## src/rtl/tx_sched_pkg.sv

```systemverilog
// Shared types and constants for the MAC transmit frame scheduler.
// State encoding matches the values seen on debug taps.
package tx_sched_pkg;

    typedef enum logic [2:0] {
        StIdle    = 3'd0,
        StWaitAck = 3'd1,
        StSend    = 3'd2,
        StDrain   = 3'd3,
        StIfg     = 3'd4
    } tx_state_e;

    localparam int unsigned EthMinLen   = 60;
    localparam int unsigned EthMaxLen   = 1514;
    localparam int unsigned EthJumboLen = 9014;

    // Byte counter wide enough for standard or jumbo frames.
    function automatic int unsigned cnt_width(input bit jumbo);
        return jumbo ? 16 : 11;
    endfunction

endpackage

```

## src/rtl/rr_arbiter.sv

```systemverilog
// Round-robin arbiter: one-hot grant searching from the source after the last winner.
// The pointer only moves when the grant is actually taken (en_i).
module rr_arbiter #(
    parameter int unsigned NUM_SRC = 2,
    localparam int unsigned PtrW   = $clog2(NUM_SRC)
) (
    input  logic               clk_i,
    input  logic               rst_i,
    input  logic [NUM_SRC-1:0] req_i,
    input  logic               en_i,
    output logic [NUM_SRC-1:0] gnt_o,
    output logic [PtrW-1:0]    gnt_idx_o
);

    logic [PtrW-1:0] ptr_q, ptr_d;
    logic [PtrW-1:0] idx;
    logic            found;

    always_comb begin
        gnt_o     = '0;
        gnt_idx_o = ptr_q;
        found     = 1'b0;
        idx       = '0;
        for (int unsigned i = 1; i <= NUM_SRC; i++) begin
            idx = PtrW'((32'(ptr_q) + i) % NUM_SRC);
            if (!found && req_i[idx]) begin
                found      = 1'b1;
                gnt_o[idx] = 1'b1;
                gnt_idx_o  = idx;
            end
        end
        ptr_d = (en_i && found) ? gnt_idx_o : ptr_q;
    end

    // Reset to the highest index so source 0 wins first.
    always_ff @(posedge clk_i or posedge rst_i) begin
        if (rst_i) begin
            ptr_q <= PtrW'(NUM_SRC - 1);
        end else begin
            ptr_q <= ptr_d;
        end
    end

endmodule

```

## src/rtl/tx_frame_scheduler.sv

```systemverilog
// Shares the byte-wide MAC TX port between NUM_SRC frame sources with per-frame
// round-robin, inter-frame gap, and clean abort on underrun, ack timeout or oversize.
module tx_frame_scheduler
    import tx_sched_pkg::*;
#(
    parameter int unsigned NUM_SRC     = 2,
    parameter int unsigned IFG_CYCLES  = 12,
    parameter int unsigned ACK_TIMEOUT = 1024,
    parameter int unsigned MAX_LEN     = EthMaxLen,
    parameter bit          JUMBO_EN    = 1'b0,
    parameter bit          NO_GEN_CRC  = 1'b0
) (
    input  logic                 tx_clk,
    input  logic                 reset,
    input  logic [8*NUM_SRC-1:0] src_data_i,
    input  logic [NUM_SRC-1:0]   src_valid_i,
    input  logic [NUM_SRC-1:0]   src_last_i,
    output logic [NUM_SRC-1:0]   src_ready_o,
    output logic [7:0]           mac_tx_data_o,
    output logic                 mac_tx_dvld_o,
    input  logic                 mac_tx_ack_i,
    output logic                 conf_tx_en_o,
    output logic                 conf_tx_jumbo_en_o,
    output logic                 conf_tx_no_gen_crc_o,
    output logic [NUM_SRC-1:0]   grant_o,
    output logic                 busy_o,
    output logic                 err_underrun_o,
    output logic                 err_timeout_o,
    output logic                 err_oversize_o
);

    localparam int unsigned PtrW = $clog2(NUM_SRC);
    localparam int unsigned CntW = cnt_width(JUMBO_EN);
    localparam int unsigned TmoW = $clog2(ACK_TIMEOUT + 1);
    localparam int unsigned IfgW = $clog2(IFG_CYCLES + 1);

    localparam logic [CntW-1:0] MaxLenC = CntW'(MAX_LEN);
    localparam logic [TmoW-1:0] TmoLast = TmoW'(ACK_TIMEOUT - 1);
    localparam logic [IfgW-1:0] IfgLast = IfgW'(IFG_CYCLES - 1);

    tx_state_e          state_q, state_d;
    logic [7:0]         data_q, data_d;
    logic               dvld_q, dvld_d;
    logic [NUM_SRC-1:0] grant_q, grant_d;
    logic [PtrW-1:0]    gidx_q, gidx_d;
    logic               last_q, last_d;
    logic [CntW-1:0]    cnt_q, cnt_d;
    logic [TmoW-1:0]    tmo_q, tmo_d;
    logic [IfgW-1:0]    ifg_q, ifg_d;
    logic               under_q, under_d;
    logic               tmo_err_q, tmo_err_d;
    logic               over_q, over_d;
    logic               conf_en_q, conf_jumbo_q, conf_nocrc_q;

    logic [NUM_SRC-1:0] arb_gnt;
    logic [PtrW-1:0]    arb_idx;
    logic               arb_en;
    logic               pop, go_ifg, go_drain;
    logic               cur_valid, cur_last;
    logic [7:0]         cur_data;

    rr_arbiter #(
        .NUM_SRC (NUM_SRC)
    ) u_arb (
        .clk_i     (tx_clk),
        .rst_i     (reset),
        .req_i     (src_valid_i),
        .en_i      (arb_en),
        .gnt_o     (arb_gnt),
        .gnt_idx_o (arb_idx)
    );

    assign cur_valid = src_valid_i[gidx_q];
    assign cur_last  = src_last_i[gidx_q];
    assign cur_data  = src_data_i[{gidx_q, 3'b000} +: 8];

    always_comb begin
        state_d     = state_q;
        data_d      = data_q;
        dvld_d      = dvld_q;
        grant_d     = grant_q;
        gidx_d      = gidx_q;
        last_d      = last_q;
        cnt_d       = cnt_q;
        tmo_d       = tmo_q;
        ifg_d       = ifg_q;
        under_d     = 1'b0;
        tmo_err_d   = 1'b0;
        over_d      = 1'b0;
        src_ready_o = '0;
        arb_en      = 1'b0;
        pop         = 1'b0;
        go_ifg      = 1'b0;
        go_drain    = 1'b0;

        unique case (state_q)
            StIdle: begin
                if (|src_valid_i) begin
                    arb_en      = 1'b1;
                    src_ready_o = arb_gnt;
                    data_d      = src_data_i[{arb_idx, 3'b000} +: 8];
                    last_d      = src_last_i[arb_idx];
                    grant_d     = arb_gnt;
                    gidx_d      = arb_idx;
                    dvld_d      = 1'b1;
                    cnt_d       = CntW'(1);
                    tmo_d       = '0;
                    state_d     = StWaitAck;
                end
            end
            StWaitAck: begin
                if (mac_tx_ack_i) begin
                    if (last_q) go_ifg = 1'b1;
                    else        pop    = 1'b1;
                end else if (tmo_q == TmoLast) begin
                    tmo_err_d = 1'b1;
                    if (last_q) go_ifg   = 1'b1;
                    else        go_drain = 1'b1;
                end else begin
                    tmo_d = tmo_q + 1'b1;
                end
            end
            StSend: begin
                if (last_q) go_ifg = 1'b1;
                else        pop    = 1'b1;
            end
            StDrain: begin
                src_ready_o[gidx_q] = 1'b1;
                if (cur_valid && cur_last) go_ifg = 1'b1;
            end
            StIfg: begin
                if (ifg_q == IfgLast) state_d = StIdle;
                else                  ifg_d   = ifg_q + 1'b1;
            end
            default: state_d = StIdle;
        endcase

        // An oversize byte is taken from the source and dropped; if it was the
        // source's last byte there is nothing left to drain.
        if (pop) begin
            src_ready_o[gidx_q] = 1'b1;
            if (!cur_valid) begin
                under_d  = 1'b1;
                go_drain = 1'b1;
            end else if (cnt_q == MaxLenC) begin
                over_d = 1'b1;
                if (cur_last) go_ifg   = 1'b1;
                else          go_drain = 1'b1;
            end else begin
                data_d  = cur_data;
                last_d  = cur_last;
                cnt_d   = (cnt_q == '1) ? cnt_q : cnt_q + 1'b1;
                state_d = StSend;
            end
        end

        if (go_drain) begin
            state_d = StDrain;
            dvld_d  = 1'b0;
        end
        if (go_ifg) begin
            state_d = StIfg;
            dvld_d  = 1'b0;
            grant_d = '0;
            ifg_d   = '0;
        end
    end

    always_ff @(posedge tx_clk or posedge reset) begin
        if (reset) begin
            state_q      <= StIdle;
            data_q       <= '0;
            dvld_q       <= 1'b0;
            grant_q      <= '0;
            gidx_q       <= '0;
            last_q       <= 1'b0;
            cnt_q        <= '0;
            tmo_q        <= '0;
            ifg_q        <= '0;
            under_q      <= 1'b0;
            tmo_err_q    <= 1'b0;
            over_q       <= 1'b0;
            conf_en_q    <= 1'b0;
            conf_jumbo_q <= 1'b0;
            conf_nocrc_q <= 1'b0;
        end else begin
            state_q      <= state_d;
            data_q       <= data_d;
            dvld_q       <= dvld_d;
            grant_q      <= grant_d;
            gidx_q       <= gidx_d;
            last_q       <= last_d;
            cnt_q        <= cnt_d;
            tmo_q        <= tmo_d;
            ifg_q        <= ifg_d;
            under_q      <= under_d;
            tmo_err_q    <= tmo_err_d;
            over_q       <= over_d;
            conf_en_q    <= 1'b1;
            conf_jumbo_q <= JUMBO_EN;
            conf_nocrc_q <= NO_GEN_CRC;
        end
    end

    assign mac_tx_data_o        = data_q;
    assign mac_tx_dvld_o        = dvld_q;
    assign grant_o              = grant_q;
    assign busy_o               = (state_q != StIdle);
    assign err_underrun_o       = under_q;
    assign err_timeout_o        = tmo_err_q;
    assign err_oversize_o       = over_q;
    assign conf_tx_en_o         = conf_en_q;
    assign conf_tx_jumbo_en_o   = conf_jumbo_q;
    assign conf_tx_no_gen_crc_o = conf_nocrc_q;

endmodule

```

## config.mk

```make
export PLATFORM = sky130hd
export DESIGN_NAME = tx_frame_scheduler
export DESIGN_NICKNAME = d
export VERILOG_FILES = /design/src/rtl/tx_sched_pkg.sv /design/src/rtl/rr_arbiter.sv /design/src/rtl/tx_frame_scheduler.sv
export SDC_FILE = /design/constraint.sdc
export NUM_CORES = 1
export LEC_CHECK = 0
export BUFFER_PORTS_ARGS = -buffer_cell sky130_fd_sc_hd__buf_2
export CORE_ASPECT_RATIO = 1.4
export CORE_UTILIZATION = 56
export DETAILED_ROUTE_END_ITERATION = 7
export PLACE_DENSITY = 0.79
export SLEW_MARGIN = 20
export SYNTH_ARGS = -nofsm -noshare
export SYNTH_HDL_FRONTEND = slang
export SYNTH_SLANG_ARGS = --single-unit
```

## constraint.sdc

```tcl
create_clock -name tx_clk -period 2.8 [get_ports tx_clk]
set_input_delay 0.84 -clock tx_clk [delete_from_list [all_inputs] [get_ports tx_clk]]
set_output_delay 0.84 -clock tx_clk [all_outputs]
set_load 0.02 [all_outputs]
```

==> results.tsv <==
stage	metric	value	unit
drt	number of detailed-routing iterations run before antenna repair	4	
timing	post-layout minimum cycle time	2.65	ns
synthesis	Yosys top cell by area	dfrtp_1	
timing	Final Cycle Share	94.8	%
setup_path	endpoint kind of the worst setup timing path	primary output	
power	Power per Cell Area	950	nW/um^2
drt	vias after detailed routing	2249	
timing	slew at the pin closest to its max-slew limit	0.541	ns
final_layout	post-layout instance count excluding filler cells	390	
setup_path	slack of the worst reg-to-reg path	0.40	ns
placed_design	Buffers on Ports	40	
job	max-capacitance violation count	0	
drt	vias per cell	5.77	
final_layout	diode count	0	
synthesis	number of enable-type register cells in the synthesized netlist	0	
timing	final max-slew violation count	0	
floorplanning	chip width	60.2	um
final_layout	Reg area	1180	sq um
timing	Total Neg Setup Slack	0	ns
timing	worst-case clock skew	0.00375	ns
setup_path	kind of critical path	primary input to primary output	
synthesis	post-synth design cell area	2660	sq um
drt	routed wire length per instance	14.8	um
final_layout	Final Net Count	354	
synthesis	sequential share of the synthesized area	44.3	%
placed_design	worst slack at placement	0.177	ns
final_layout	footprint of the multi-input gates	1370	sq um
drt	number of remaining DRC errors	0	
floorplanning	total core area	4540	sq um
global_routing	Overflow after GRT	0	
synthesis	number of warnings issued by yosys	0	
floorplanning	Initial Util	58.5	%
clocking	CTS H-tree depth	2	
floorplanning	Die Y	83.5	um
clocking	number of buffers inserted during clock tree synthesis	5	
power	LEAKAGE	1.47	nW
hold_path	class of the tightest hold or removal check	primary input to async pin	
synthesis	most frequent cell after synthesis	dfrtp_1	
synthesis	Synth async-reset ratio	100	%
final_layout	summed area of non-filler cells in the final layout	3070	sq um
synthesis	dominant synthesized flop cell	dfrtp_1	
setup_path	startpoint class of the critical path	primary input	
synthesis	flops & latches, synth	47	
placed_design	final RePlAce weighted congestion	0.831	
synthesis	mean instance size in the synthesized netlist	9.38	sq um
floorplanning	site row count	29	
synthesis	library cells used by synthesis	54	
final_layout	share of cells above drive strength 1	21.0	%
timing	RSZ-0062 raised after global routing	no	
setup_path	Max FO, Critical Path	3	
timing	total setup violations reported at the end of the flow	0	
global_routing	largest net degree at the start of global routing	22	
global_routing	wire length of the first global-routing pass	9.43	mm
drt	initial drt markers	112	
power	VDD IR-drop max	0.000572	V
synthesis	Syn Inst Count	283	
timing	number of hold violations in the final report	0	
timing	Slew Limit Headroom	63.7	%
timing	post-route setup slack	0.146	ns
timing	hold_ws	0.498	ns
drt	DRT Wirelength	5.79	mm
placed_design	placed cell areas	2930	sq um
placed_design	total instance count after detailed placement	382	
clocking	clock insertion delay at the later pin of the skew report	0.31	ns
synthesis	leading cell types by total area after synthesis	dfrtp_1 (43%), mux2i_1 (7.5%), nor2_1 (5.8%)	
timing	peak clock frequency supported by timing	0.377	GHz
global_routing	global-route usage over all layers	24.6	%
clocking	cell chosen for the clock root	clkbuf_8	
setup_path	Max stage delay cell, worst path	buf_2	
floorplanning	full die area	5020	sq um
clocking	hold-fix buffer count after cts	0	
clocking	CTS clk-pin slew, worst paths	0.09	ns
clocking	maximum buffer depth of the clock tree	2	
setup_path	data arrival at the endpoint of the critical path	1.81	ns
synthesis	post-synth top area share	43.4	%
placed_design	total half-perimeter wirelength after legalization and detailed placement	4.15	mm
drt	final antenna-violating net count	0	
setup_path	crit-path cells	buf_2, nand3b_4, a21o_1, nor2_1, nor2_1, o32ai_1, buf_2	
clocking	CTS tree	built	
global_routing	number of global-route vias before repair	2213	
final_layout	area overhead of the layout relative to synthesis	15.5	%
setup_path	required time of the critical path	1.96	ns
clocking	TritonCTS Sinks	47	
setup_path	slowest cell delay on critical path	0.22	ns
synthesis	most instantiated cells after synthesis	dfrtp_1 (46), nor2_1 (41), mux2i_1 (20)	
floorplanning	total I/O pin count	43	
run_status	result of the run	completed	
global_routing	initial antenna violation count	0	
final_layout	number of filler instances in the final layout	368	
flip-flops by register name (all words and copies together), names as in the netlist:
register	count
cnt_q	11
conf_tx_en_o	1
err_oversize_o	1
err_timeout_o	1
err_underrun_o	1
gidx_q	1
grant_o	2
ifg_q	4
last_q	1
mac_tx_data_o	8
mac_tx_dvld_o	1
state_q	3
tmo_q	11
u_arb.ptr_q	1
final cells by class:
cell class,count,area share [%]
Tap cell,62,2.53
Timing Repair Buffer,51,9.22
Multi-Input combinational cell,216,44.8
Sequential cell,47,38.4
Inverter,6,0.735
Clock buffer,6,2.37
Clock inverter,2,1.96
cells in the final DEF, fill, tap and decap left out, types with 2 or more instances in the layout:
cell | Yosys | layout
dfrtp_1 | 46 | 46
nor2_1 | 41 | 40
buf_2 | 6 | 40
mux2i_1 | 20 | 20
nand2_1 | 17 | 17
a21oi_1 | 14 | 14
nand3_1 | 12 | 12
o21ai_0 | 11 | 11
buf_4 | 4 | 11
nor3_1 | 10 | 9
xnor2_1 | 9 | 9
a211o_1 | 8 | 8
and3_1 | 6 | 6
inv_1 | 6 | 5
clkbuf_8 | 0 | 5
nand2b_1 | 4 | 4
nand4_1 | 4 | 4
a21o_1 | 4 | 4
o21ai_1 | 4 | 4
ha_1 | 4 | 4
a31oi_1 | 3 | 3
nor4_1 | 3 | 3
or3_1 | 3 | 3
a211oi_1 | 3 | 3
nor2b_1 | 3 | 3
conb_1 | 2 | 3
mux2_2 | 2 | 2
nor3b_1 | 2 | 2
a22o_1 | 2 | 2
a2bb2oi_1 | 2 | 2
xor2_1 | 2 | 2
bufinv_16 | 0 | 2
critical path, delay by kind of cell:
kind / cells / cell delay, ns
buf+inv: 2 / 0.35
compound gates: 2 / 0.32
simple gates: 3 / 0.31
kinds of logic after synthesis:
kind of cell / count (synthesis) / share of synthesized area, %
other: 2 / 0.283
XOR/XNOR: 11 / 3.63
flip-flops: 47 / 44.3
AND/OR/NAND/NOR: 113 / 21.2
adder cells (fa/ha/maj): 4 / 1.89
multiplexers: 22 / 8.39
buffers and inverters: 21 / 4.38
AO/OA/AOI/OAI: 63 / 15.9
power by group:
group | switching [W] | internal [W]
registers | 0.000168 | 0.000857
logic | 0.000751 | 0.000550
clock network | 0.000229 | 0.000357
total | 0.00115 | 0.00176
worst paths after layout:
path | from | end | cells past startpoint
worst max-delay path | mac_tx_ack_i | src_ready_o[0] | 7
worst min-delay path | reset | cnt_q[7] | 2
worst max register to register | cnt_q[0] | cnt_q[2] | 7
worst min register to register | tmo_q[10] | tmo_q[10] | 2
max in group asynchronous | reset | u_arb.ptr_q | 3
min in group tx_clk | tmo_q[10] | tmo_q[10] | 2
routing by layer:
layer  part of all wire, %  global-route usage (%)
met1                    41                    27.6
met2                    53                    43.0
met3                   3.6                    5.12
met4                   2.3                    10.4
met5                     0                       0
through the flow:
stage	utilization (%)	total power, W
after global routing	67.6	0.00310
after CTS	67.5	0.00291
after global placement	64.6	0.00230
after detailed placement	64.6	0.00233
final	67.6	0.00291
after floorplan	-	0.00199
timing repair:
item,CTS,global route
endpoints found under the hold margin,0,0
gates resized for setup,0,1
endpoints found under the setup margin,0,1
setup buffers,0,0
No activity file was read; power rests on OpenSTA's default activity.
